$ cat src/rtl/data_modulate_pkg.sv
// Shared definitions for the 7x7 window modulation controller: FSM encoding and window geometry.
package data_modulate_pkg;

    typedef enum logic [1:0] {
        ST_IDLE  = 2'd0,
        ST_LOAD  = 2'd1,
        ST_FLUSH = 2'd2,
        ST_DRAIN = 2'd3
    } state_t;

    localparam int HALF  = 3;
    localparam int WIN   = 7;
    localparam int CNT_W = 10;

endpackage

$ cat src/rtl/data_modulate_7x7_ctrl.sv
// Sequences line-buffer columns into a 7x7 window register; first window 1 cycle after the 4th shift.
// A pending, unaccepted window (out_ready low) stalls all shifting and input consumption.
module data_modulate_7x7_ctrl
    import data_modulate_pkg::*;
#(
    parameter int ROWS = 7,
    parameter int COLS = 7
) (
    input  logic             clk,
    input  logic             rst,
    input  logic             frame_start,
    input  logic             in_valid,
    output logic             in_ready,
    output logic             shift_en,
    output logic             win_valid,
    input  logic             out_ready,
    output logic [CNT_W-1:0] win_row,
    output logic [CNT_W-1:0] win_col,
    output logic             busy,
    output logic             frame_done
);

    localparam logic [CNT_W-1:0] LAST_LOAD  = CNT_W'(COLS - 1);
    localparam logic [CNT_W-1:0] LAST_FLUSH = CNT_W'(COLS + HALF - 1);
    localparam logic [CNT_W-1:0] LAST_ROW   = CNT_W'(ROWS - 1);
    localparam logic [CNT_W-1:0] LAST_COL   = CNT_W'(COLS - 1);

    state_t           state_q, state_d;
    logic [CNT_W-1:0] shift_cnt_q, shift_cnt_d;
    logic [CNT_W-1:0] row_cnt_q, row_cnt_d;
    logic [CNT_W-1:0] win_row_q, win_row_d;
    logic [CNT_W-1:0] win_col_q, win_col_d;
    logic             win_valid_q, win_valid_d;
    logic             frame_done_q, frame_done_d;
    logic             adv;
    logic             accept;

    assign adv    = !win_valid_q || out_ready;
    assign accept = win_valid_q && out_ready;

    always_ff @(posedge clk) begin
        if (rst) begin
            state_q      <= ST_IDLE;
            shift_cnt_q  <= '0;
            row_cnt_q    <= '0;
            win_row_q    <= '0;
            win_col_q    <= '0;
            win_valid_q  <= 1'b0;
            frame_done_q <= 1'b0;
        end else begin
            state_q      <= state_d;
            shift_cnt_q  <= shift_cnt_d;
            row_cnt_q    <= row_cnt_d;
            win_row_q    <= win_row_d;
            win_col_q    <= win_col_d;
            win_valid_q  <= win_valid_d;
            frame_done_q <= frame_done_d;
        end
    end

    always_comb begin
        state_d      = state_q;
        shift_cnt_d  = shift_cnt_q;
        row_cnt_d    = row_cnt_q;
        win_row_d    = win_row_q;
        win_col_d    = win_col_q;
        win_valid_d  = win_valid_q;
        frame_done_d = 1'b0;

        // The window register holds a full 7x7 once the first HALF+1 columns are in.
        if (shift_en && (shift_cnt_q >= CNT_W'(HALF))) begin
            win_valid_d = 1'b1;
        end else if (accept) begin
            win_valid_d = 1'b0;
        end

        if (accept) begin
            if (win_col_q == LAST_COL) begin
                win_col_d = '0;
                win_row_d = (win_row_q == LAST_ROW) ? '0 : win_row_q + 1'b1;
            end else begin
                win_col_d = win_col_q + 1'b1;
            end
        end

        case (state_q)
            ST_IDLE: begin
                if (frame_start) begin
                    state_d     = ST_LOAD;
                    shift_cnt_d = '0;
                    row_cnt_d   = '0;
                    win_row_d   = '0;
                    win_col_d   = '0;
                end
            end
            ST_LOAD: begin
                if (shift_en) begin
                    shift_cnt_d = shift_cnt_q + 1'b1;
                    if (shift_cnt_q == LAST_LOAD) state_d = ST_FLUSH;
                end
            end
            ST_FLUSH: begin
                // Zero-padding shifts push the right image edge through the window centre.
                if (shift_en) begin
                    if (shift_cnt_q == LAST_FLUSH) begin
                        if (row_cnt_q < LAST_ROW) begin
                            state_d     = ST_LOAD;
                            shift_cnt_d = '0;
                            row_cnt_d   = row_cnt_q + 1'b1;
                        end else begin
                            state_d = ST_DRAIN;
                        end
                    end else begin
                        shift_cnt_d = shift_cnt_q + 1'b1;
                    end
                end
            end
            ST_DRAIN: begin
                if (accept) begin
                    state_d      = ST_IDLE;
                    frame_done_d = 1'b1;
                end
            end
            default: state_d = ST_IDLE;
        endcase
    end

    always_comb begin
        in_ready = 1'b0;
        shift_en = 1'b0;
        busy     = (state_q != ST_IDLE);
        case (state_q)
            ST_LOAD: begin
                in_ready = adv;
                shift_en = in_valid && adv;
            end
            ST_FLUSH: shift_en = adv;
            default: ;
        endcase
    end

    assign win_valid  = win_valid_q;
    assign win_row    = win_row_q;
    assign win_col    = win_col_q;
    assign frame_done = frame_done_q;

endmodule
$ cat config.mk
export PLATFORM = sky130hd
export DESIGN_NAME = data_modulate_7x7_ctrl
export DESIGN_NICKNAME = d
export VERILOG_FILES = /design/src/rtl/data_modulate_pkg.sv /design/src/rtl/data_modulate_7x7_ctrl.sv
export SDC_FILE = /design/constraint.sdc
export NUM_CORES = 1
export LEC_CHECK = 0
export CORE_MARGIN = 1.5
export CORE_UTILIZATION = 59
export DETAILED_ROUTE_END_ITERATION = 12
export MAX_ROUTING_LAYER = met4
export PLACE_DENSITY = 0.85
export SETUP_SLACK_MARGIN = 0.15
export SYNTH_ARGS = -nofsm -noshare
export SYNTH_HDL_FRONTEND = slang
export SYNTH_SLANG_ARGS = --single-unit
export TNS_END_PERCENT = 30
$ cat constraint.sdc
create_clock -name clk -period 4.7 [get_ports clk]
set_clock_uncertainty 0.1 [all_clocks]
set_input_delay 1.175 -clock clk [delete_from_list [all_inputs] [get_ports clk]]
set_output_delay 1.175 -clock clk [all_outputs]
set_load 0.05 [all_outputs]
==> impl_metrics.json, run 1 <==
{
  "portBuffers": 29,
  "antenna_found_initial": 0,
  "clk_latency_ns": 0.30,
  "whs_ns": 0.369,
  "crit_path_end_kind": "output port",
  "dieArea_um2": 4470,
  "route.detailed.drc": 0,
  "relSlewSlack_pct": 47.5,
  "die_h_um": 66.8,
  "synth_ff_type": "dfxtp_1",
  "status": "complete, no violations",
  "drive_gt1_share_pct": 6.09,
  "worstHoldStart": "row_cnt_q[7]",
  "postCtsSetupBuffers": 0,
  "worstPathArrival_ns": 2.96,
  "power_frac_seq_pct": 41.7,
  "synth_nets": 303,
  "grt_usage_pct": 25.2,
  "setup_violations": 0,
  "grt_max_degree": 16,
  "p_sw_share_pct": 36.4,
  "min_path_type": "register to register",
  "final_common_cell": "dfxtp_1",
  "htree_levels": 2,
  "die_x_um": 66.8,
  "synth.distinct_cells": 52,
  "syn_area_um2": 2400,
  "dp_hpwl_mm": 3.75,
  "num-nets-final": 330,
  "cp_max_fo": 5,
  "dpl.cell_count": 354,
  "grt_overflow": 0,
  "cellLeakagePower_nw": 0.973,
  "core-area_um2": 3970,
  "cts_buffers": 5,
  "wl_per_cell_um": 14.2,
  "root_buffer": "clkbuf_8",
  "p_clk_share_pct": 26.0,
  "ios": 30,
  "mostFrequentLayoutCells": "dfxtp_1 (44), nor2_1 (37), clkdlybuf4s50_1 (29)",
  "grt_pass1_wl_mm": 8.36,
  "async_reset_ff_share_pct": 0,
  "syn2layout_area_growth_pct": 16.9,
  "cp-startpoint": "out_ready",
  "n_antenna_cell": 0,
  "clk_pin_slew_ns": 0.08,
  "final_core_util_pct": 70.8,
  "combPwrFrac_pct": 32.3,
  "fin_crit_ns": 4.23,
  "critPathKind": "input pin to output port",
  "avgSynthCellArea_um2": 8.47,
  "synth_edf_count": 0,
  "first_iter_violations": 104,
  "ys_ff_latch": 44,
  "maxCapViolations": 0,
  "yosys_warnings": 0,
  "grt_pass1_vias": 1947,
  "rows": 23,
  "synth_cells": 284,
  "tightest_slew_ns": 0.787,
  "num_vias": 2146,
  "initial_core_util_pct": 60.6,
  "first_pass_iters": 4,
  "power.internal_mw": 0.602,
  "fin_total_pwr_mw": 0.946,
  "ctsHoldBuffers": 0,
  "cts_tree": "built",
  "r2r_start": "state_q[0]",
  "finalCritPeriodShare_pct": 90.0,
  "critPathLaunchType": "input pin",
  "routed_via_density": 5.93,
  "fin_cells": 362,
  "slew_viol_final": 0,
  "p_sw_mw": 0.345,
  "clock_sinks": 44,
  "cts_max_path_buffers": 2,
  "power_density_nw_per_um2": 337,
  "required_ns": 3.42,
  "cts.repair.resized": 0,
  "hold_viol_final": 0,
  "drtAntennaViolNets": 0,
  "irDropWorstVdd_v": 0.000262,
  "postRouteWirelength_mm": 5.16,
  "rsz0062_at_grt": "no",
  "max_freq_ghz": 0.236,
  "finalWeightedCongestion": 0.843,
  "seq_area_frac_synth_pct": 36.6,
  "tns_ns": 0
}
## per-layer routing
metal	vias up	share of wire [%]	GRT usage (%)
li1	1081	-	-
met1	982	43	28.4
met2	67	48	42.0
met3	16	5.3	5.57
met4	0	2.9	12.5
met5	-	0	-
## layout make-up
cell class                 count  area [um^2]
multi-input combinational    212         1410
fill                         332         1160
sequential                    44          881
timing repair buffer          30          298
clock buffer                   7         86.3
inverter                      18         67.6
tap                           50         62.6
clock inverter                 1         7.51
## cells in the mapped netlist (all sizes together) (2+ instances only)
master / number / area [um^2]
ha: 14 / 175
nor2b: 7 / 43.8
nor4b: 2 / 17.5
a31oi: 4 / 25.0
xor2: 7 / 61.3
nand3: 10 / 55.1
nand3b: 2 / 15.0
o21ai: 6 / 30.0
dfxtp: 44 / 881
inv: 18 / 67.6
and4: 4 / 36.3
a211oi: 4 / 30.0
o41ai: 5 / 43.8
o21a: 4 / 30.0
a21oi: 9 / 45.0
buf: 4 / 26.3
xnor2: 10 / 87.6
or3: 2 / 12.5
o311ai: 5 / 43.8
nand2: 22 / 82.6
or2: 2 / 15.0
nand4: 12 / 75.1
and3: 7 / 43.8
clkbuf: 6 / 22.5
o32ai: 2 / 17.5
nor3: 12 / 71.3
or4: 2 / 18.8
o31ai: 3 / 36.3
nor2: 37 / 139
nor4: 3 / 18.8
## power groups by stage
stage,Combinational (mW),Clock (mW),Sequential (mW)
after floorplan,0.231,0,0.401
final,0.306,0.246,0.395
after detailed placement,0.300,0,0.403
after global placement,0.297,0,0.403
after CTS,0.305,0.251,0.394
after global routing,0.332,0.266,0.397
## registers in the layout, indices dropped and copies added, names as in the netlist
name and flops:
row_cnt_q 10, shift_cnt_q 10, win_col 10, frame_done 1
state_q 2, win_row 10, win_valid 1
## through the flow
stage / instance area (um^2) / worst slack (ns)
detailed placement: 2720 / 0.495
finish: 2810 / 0.469
global placement: 2720 / 0.533
CTS: 2810 / 0.489
global route: 2810 / 0.402
floorplan: 2400 / 1.05
## path summary, 6_finish.rpt
kind | endpoint | slack, ns | depth (start not counted)
worst min-delay path | row_cnt_q[7] | 0.37 | 1
worst min register to register | row_cnt_q[7] | 0.37 | 1
worst max-delay path | shift_en | 0.47 | 4
worst max register to register | shift_cnt_q[1] | 1.83 | 8
## cell families after synthesis
logic type                 Yosys count  synth area share, %
AOI/OAI and AO/OA                   51                 15.9
xor gates and xnor gates            17                 6.19
adders and majority gates           14                 7.28
buffers and inverters               28                 4.84
DFF                                 44                 36.6
muxes                                1                0.624
and+or+nand+nor                    129                 28.5
## worst max-delay path, stage by stage
cell and delay [ns]:
clkdlybuf4s50_1 0.53, nor2b_1 0.13, nor3_1 0.26, clkdlybuf4s50_1 0.86
Note: power is estimated with default switching activity, not from simulation.
==> run 2: changes to the inputs <==
--- a/config.mk
+++ b/config.mk
@@ -13,2 +13,3 @@
 export SETUP_SLACK_MARGIN = 0.15
+export SLEW_MARGIN = 20
 export SYNTH_ARGS = -nofsm -noshare
==> constraint.sdc (replaced) <==
create_clock -name clk -period 5.3 [get_ports clk]
set_clock_uncertainty 0.1 [all_clocks]
set_input_delay 1.325 -clock clk [delete_from_list [all_inputs] [get_ports clk]]
set_output_delay 1.325 -clock clk [all_outputs]
set_load 0.01 [all_outputs]
==> impl_metrics.json, run 2 (same netlist as run 1, synthesis figures left out) <==
{
  "status": "complete, no violations",
  "grt_overflow": 0,
  "whs_ns": 0.373,
  "first_pass_iters": 4,
  "grt_use_met3_pct": 3.55,
  "cp_slowest_stage_delay_ns": 0.50,
  "crit_path_end_kind": "output port",
  "place_ws_ns": 1.06,
  "ios": 30,
  "clk_pin_slew_ns": 0.08,
  "grt_pass1_vias": 1952,
  "n_antenna_cell": 0,
  "core-area_um2": 3970,
  "fin_crit_ns": 4.25,
  "die_x_um": 66.8,
  "hold_viol_final": 0,
  "first_iter_violations": 132,
  "cts.repair.resized": 0,
  "drtAntennaViolNets": 0,
  "route.detailed.drc": 0,
  "grt_pass1_wl_mm": 8.60,
  "worstPathCellList": "clkdlybuf4s50_1 > nor2b_1 > nor3_1 > clkdlybuf4s50_1",
  "max_freq_ghz": 0.235,
  "cts_buffers": 5,
  "die_h_um": 66.8,
  "drive_gt1_share_pct": 6.09,
  "fill_cells": 313,
  "num_vias": 2156,
  "portBuffers": 29,
  "relSlewSlack_pct": 50.0,
  "cp_common_cell": "clkdlybuf4s50_1",
  "grt-busiest-layer": "met2",
  "root_buffer": "clkbuf_8",
  "cp_max_fo": 5,
  "mostFrequentLayoutCells": "dfxtp_1 (44), nor2_1 (37), clkdlybuf4s50_1 (29)",
  "finalWeightedCongestion": 0.803,
  "cellLeakagePower_nw": 0.984,
  "num-nets-final": 330,
  "wl_per_cell_um": 14.5,
  "maxCapViolations": 0,
  "cts_max_path_buffers": 2,
  "grt.met1_usage_pct": 29.6,
  "required_ns": 3.88,
  "dieArea_um2": 4470,
  "met2_usage_pct": 44.6,
  "power_density_nw_per_um2": 302,
  "clock_sinks": 44,
  "clk_latency_ns": 0.30,
  "irDropWorstVdd_v": 0.000157,
  "tns_ns": 0,
  "cts_tree": "built",
  "min_path_type": "register to register",
  "routed_via_density": 5.96,
  "htree_levels": 2,
  "finalCritPeriodShare_pct": 80.3,
  "final_common_cell": "dfxtp_1",
  "rows": 23,
  "antenna_found_initial": 0,
  "fin_ws_ns": 1.05,
  "grt_max_degree": 16,
  "critPathLaunchType": "input pin",
  "grt_usage_pct": 25.8,
  "initial_core_util_pct": 60.6,
  "postCtsSetupBuffers": 0,
  "ctsHoldBuffers": 0,
  "syn2layout_area_growth_pct": 17.4,
  "fin_cells": 362,
  "dp_hpwl_mm": 3.83,
  "slowest_stage": "clkdlybuf4s50_1",
  "regToRegSetupSlack_ns": 2.43,
  "postRouteWirelength_mm": 5.24,
  "setup_violations": 0,
  "rsz0062_at_grt": "no",
  "fin_total_pwr_mw": 0.854,
  "worstPathArrival_ns": 2.83,
  "critPathKind": "input pin to output port",
  "dpl.cell_count": 354,
  "tightest_slew_ns": 0.750,
  "slew_viol_final": 0
}
-- run 2: final cells by class --
class                   count  area [um^2]  area share, %
clock buffers               6         72.6           2.57
clock inverters             2         35.0           1.24
inverters                  18         67.6           2.39
multi-input cells         212         1410           49.8
flip-flops and latches     44          881           31.2
well taps                  50         62.6           2.22
repair buffers             30          298           10.5
-- run 2: worst max-delay path, delay by kind of cell --
kind | cells | cell delay [ns]
buffers and inverters | 2 | 0.97
and+or+nand+nor | 2 | 0.53
-- run 2: path summary, 6_finish.rpt --
check              endpoint  cells after the start          from
max                shift_en                      4     out_ready
min            row_cnt_q[7]                      1  row_cnt_q[7]
max reg2reg  shift_cnt_q[1]                      8    state_q[0]
min reg2reg    row_cnt_q[7]                      1  row_cnt_q[7]
-- run 2: stage by stage --
step | utilization, % | cell area, um^2
floorplan | - | 2400
global route | 71.1 | 2820
CTS | 71.1 | 2820
detailed placement | 68.4 | 2720
finish | 71.1 | 2820
global placement | 68.4 | 2720
-- run 2: routing by layer --
metal | vias to the layer above | part of all wire, %
met5 | - | 0
met3 | 9 | 3.7
li1 | 1076 | -
met1 | 1027 | 45
met2 | 44 | 50
met4 | 0 | 1.5
-- run 2: power breakdown --
group,leakage (nW),switching [mW],internal [mW],total (mW)
Sequential,0.355,0.0112,0.339,0.351
Combinational,0.574,0.161,0.0881,0.249
Clock,0.0552,0.114,0.140,0.254
==> RTL change: new RTL, settings of run 1 <==
The parameter `ROWS` goes from 7 to 3.
--- a/src/rtl/data_modulate_7x7_ctrl.sv
+++ b/src/rtl/data_modulate_7x7_ctrl.sv
@@ -5,3 +5,3 @@
 #(
-    parameter int ROWS = 7,
+    parameter int ROWS = 3,
     parameter int COLS = 7
Behaviour: same outputs for any inputs over 10 cycles, from zero or initial values and one cycle with rst high; that may be too few to reach the edited logic, so the function may still have changed.
==> RTL change against run 1 <==
Total power grew 10%. Clock power grew 22%. Register-to-register slack lost 0.08 ns. Combinational power grew 10%. Utilization grew 0.79 points. Final area grew 1.1%. Setup slack gained 0.066 ns. Final cell count shrank 1.9%. Sequential cell count is the same. Area after synthesis grew 0.26%. Wire length shrank 0.76%. First-iteration DRC count grew 0.96%. Critical path type unchanged. Critical endpoint unchanged. Largest power group unchanged.
==> RTL change: results (changes against run 1) <==
Place
  – Detail Placement HPWL: 3690 um (-1.7%)
  – GPL Wtd Cong: 0.823 (-2.3%)
  – Post-placement cell area: 2730 sq um (+0.37%)

Routing
  – Drt pass-1 iters: 5 (+1)
  – Initial DRC count: 105 (+0.96%)
  – Total routed wirelength: 5120 um (-0.76%)
  – Vias per inst: 5.93 (about the same)
  – Drt wl/cell: 14.4 um (+1.2%)

Global routing
  – Largest net degree at the start of global routing: 18 (+2)
  – Vias in the first global route: 1942 (-0.26%)
  – First-pass GRT wire length: 8540 um (+2.2%)

Pwr
  – Maximum VDD drop: 0.195 mV (-26%)
  – Internal power: 0.652 mW (+8.4%)
  – Leakage: 1.00 nW (+2.9%)
  – Sequential fraction of design power: 38.7% (-3.0 points)
  – Comb power: 0.338 mW (+10%)

Synthesis
  – Post-Syn Nets: 295 (-2.6%)
  – Post-synthesis xor/xnor area fraction: 6.18% (-0.016 points)
  – Post-synthesis mux area share: 0% (-0.62 points)
  – Post-synthesis adder-cell area fraction: 7.27% (-0.019 points)
  – Sequential-to-total area share from yosys stat: 36.5% (-0.095 points)
  – Yosys cell types: 48 (-7.7%)
  – Top cells by area, synth: dfxtp_1, ha_1, nor2_1
  – Syn avg cell area: 8.74 sq um (+3.2%)

Setup path
  – FF-to-FF End: shift_cnt_q[6]$_SDFFE_PP0P_
  – R2R Setup Slk: 1.75 ns (-0.08 ns)
  – Worst R2R Path Depth: 7 (-1)
  – Arr. time, crit path: 2.89 ns (-0.07 ns)

Outcome
  – Outcome: finished, final reports clean

Hold path
  – Hold Path End: row_cnt_q[3]$_SDFFE_PP0P_

Layout
  – Nets: 323 (-2.1%)
  – Layout cells sized above 1: 6.56% (+0.47 points)

Timing
  – Slew @ Worst Pin: 0.785 ns (-0.00255 ns)
[RTL change: cell types whose count changed after synthesis, moves of 4 or more]
cell,delta
nand2b_1,+4
o21ai_1,+4
and2_1,+7
nand3_1,+6
nand2_1,-4
or4_1,+4
a31oi_1,-4
nor2_1,-8
[RTL change: final cells by class]
cell class / count / share of cell area (%)
Clock buffer: 5 / 2.42
Clock inverter: 3 / 1.63
Inverter: 15 / 1.98
Multi-Input combinational cell: 208 / 50.3
Sequential cell: 44 / 31.0
Tap cell: 50 / 2.20
Timing Repair Buffer: 30 / 10.5
[RTL change: per-stage QoR]
| step | utilization, % | hold WS (ns) | setup slack, ns | power (mW) |
|---|---|---|---|---|
| 6_report | 71.6 | 0.359 | 0.535 | 1.04 |
| 5_1_grt | 71.6 | 0.388 | 0.463 | 1.10 |
| 4_1_cts | 71.6 | 0.364 | 0.552 | 1.05 |
| 3_5_place_dp | 68.7 | 0.346 | 0.555 | 0.748 |
| 3_3_place_gp | 68.7 | 0.345 | 0.569 | 0.740 |
| 2_1_floorplan | - | 0.323 | 1.08 | 0.664 |
[RTL change: worst max-delay path, cell delays in order]
cell and delay [ns]:
clkdlybuf4s50_1 0.55, nor2b_1 0.10, nor3_1 0.22, clkdlybuf4s50_1 0.84
[RTL change: metal layers]
layer | wire (um) | vias up | GRT usage, % | part of all wire (%)
met3 | 177 | 5 | 4.73 | 3.5
met5 | 0 | - | - | 0
met2 | 2620 | 45 | 45.4 | 51
met4 | 63 | 0 | 8.16 | 1.2
met1 | 2260 | 989 | 28.1 | 44
li1 | - | 1065 | - | -
[RTL change: cell families after synthesis]
kind of cell,after synthesis
xor+xnor,17
buf+inv,24
flops,44
simple gates,131
fa+ha+maj,14
compound gates,46
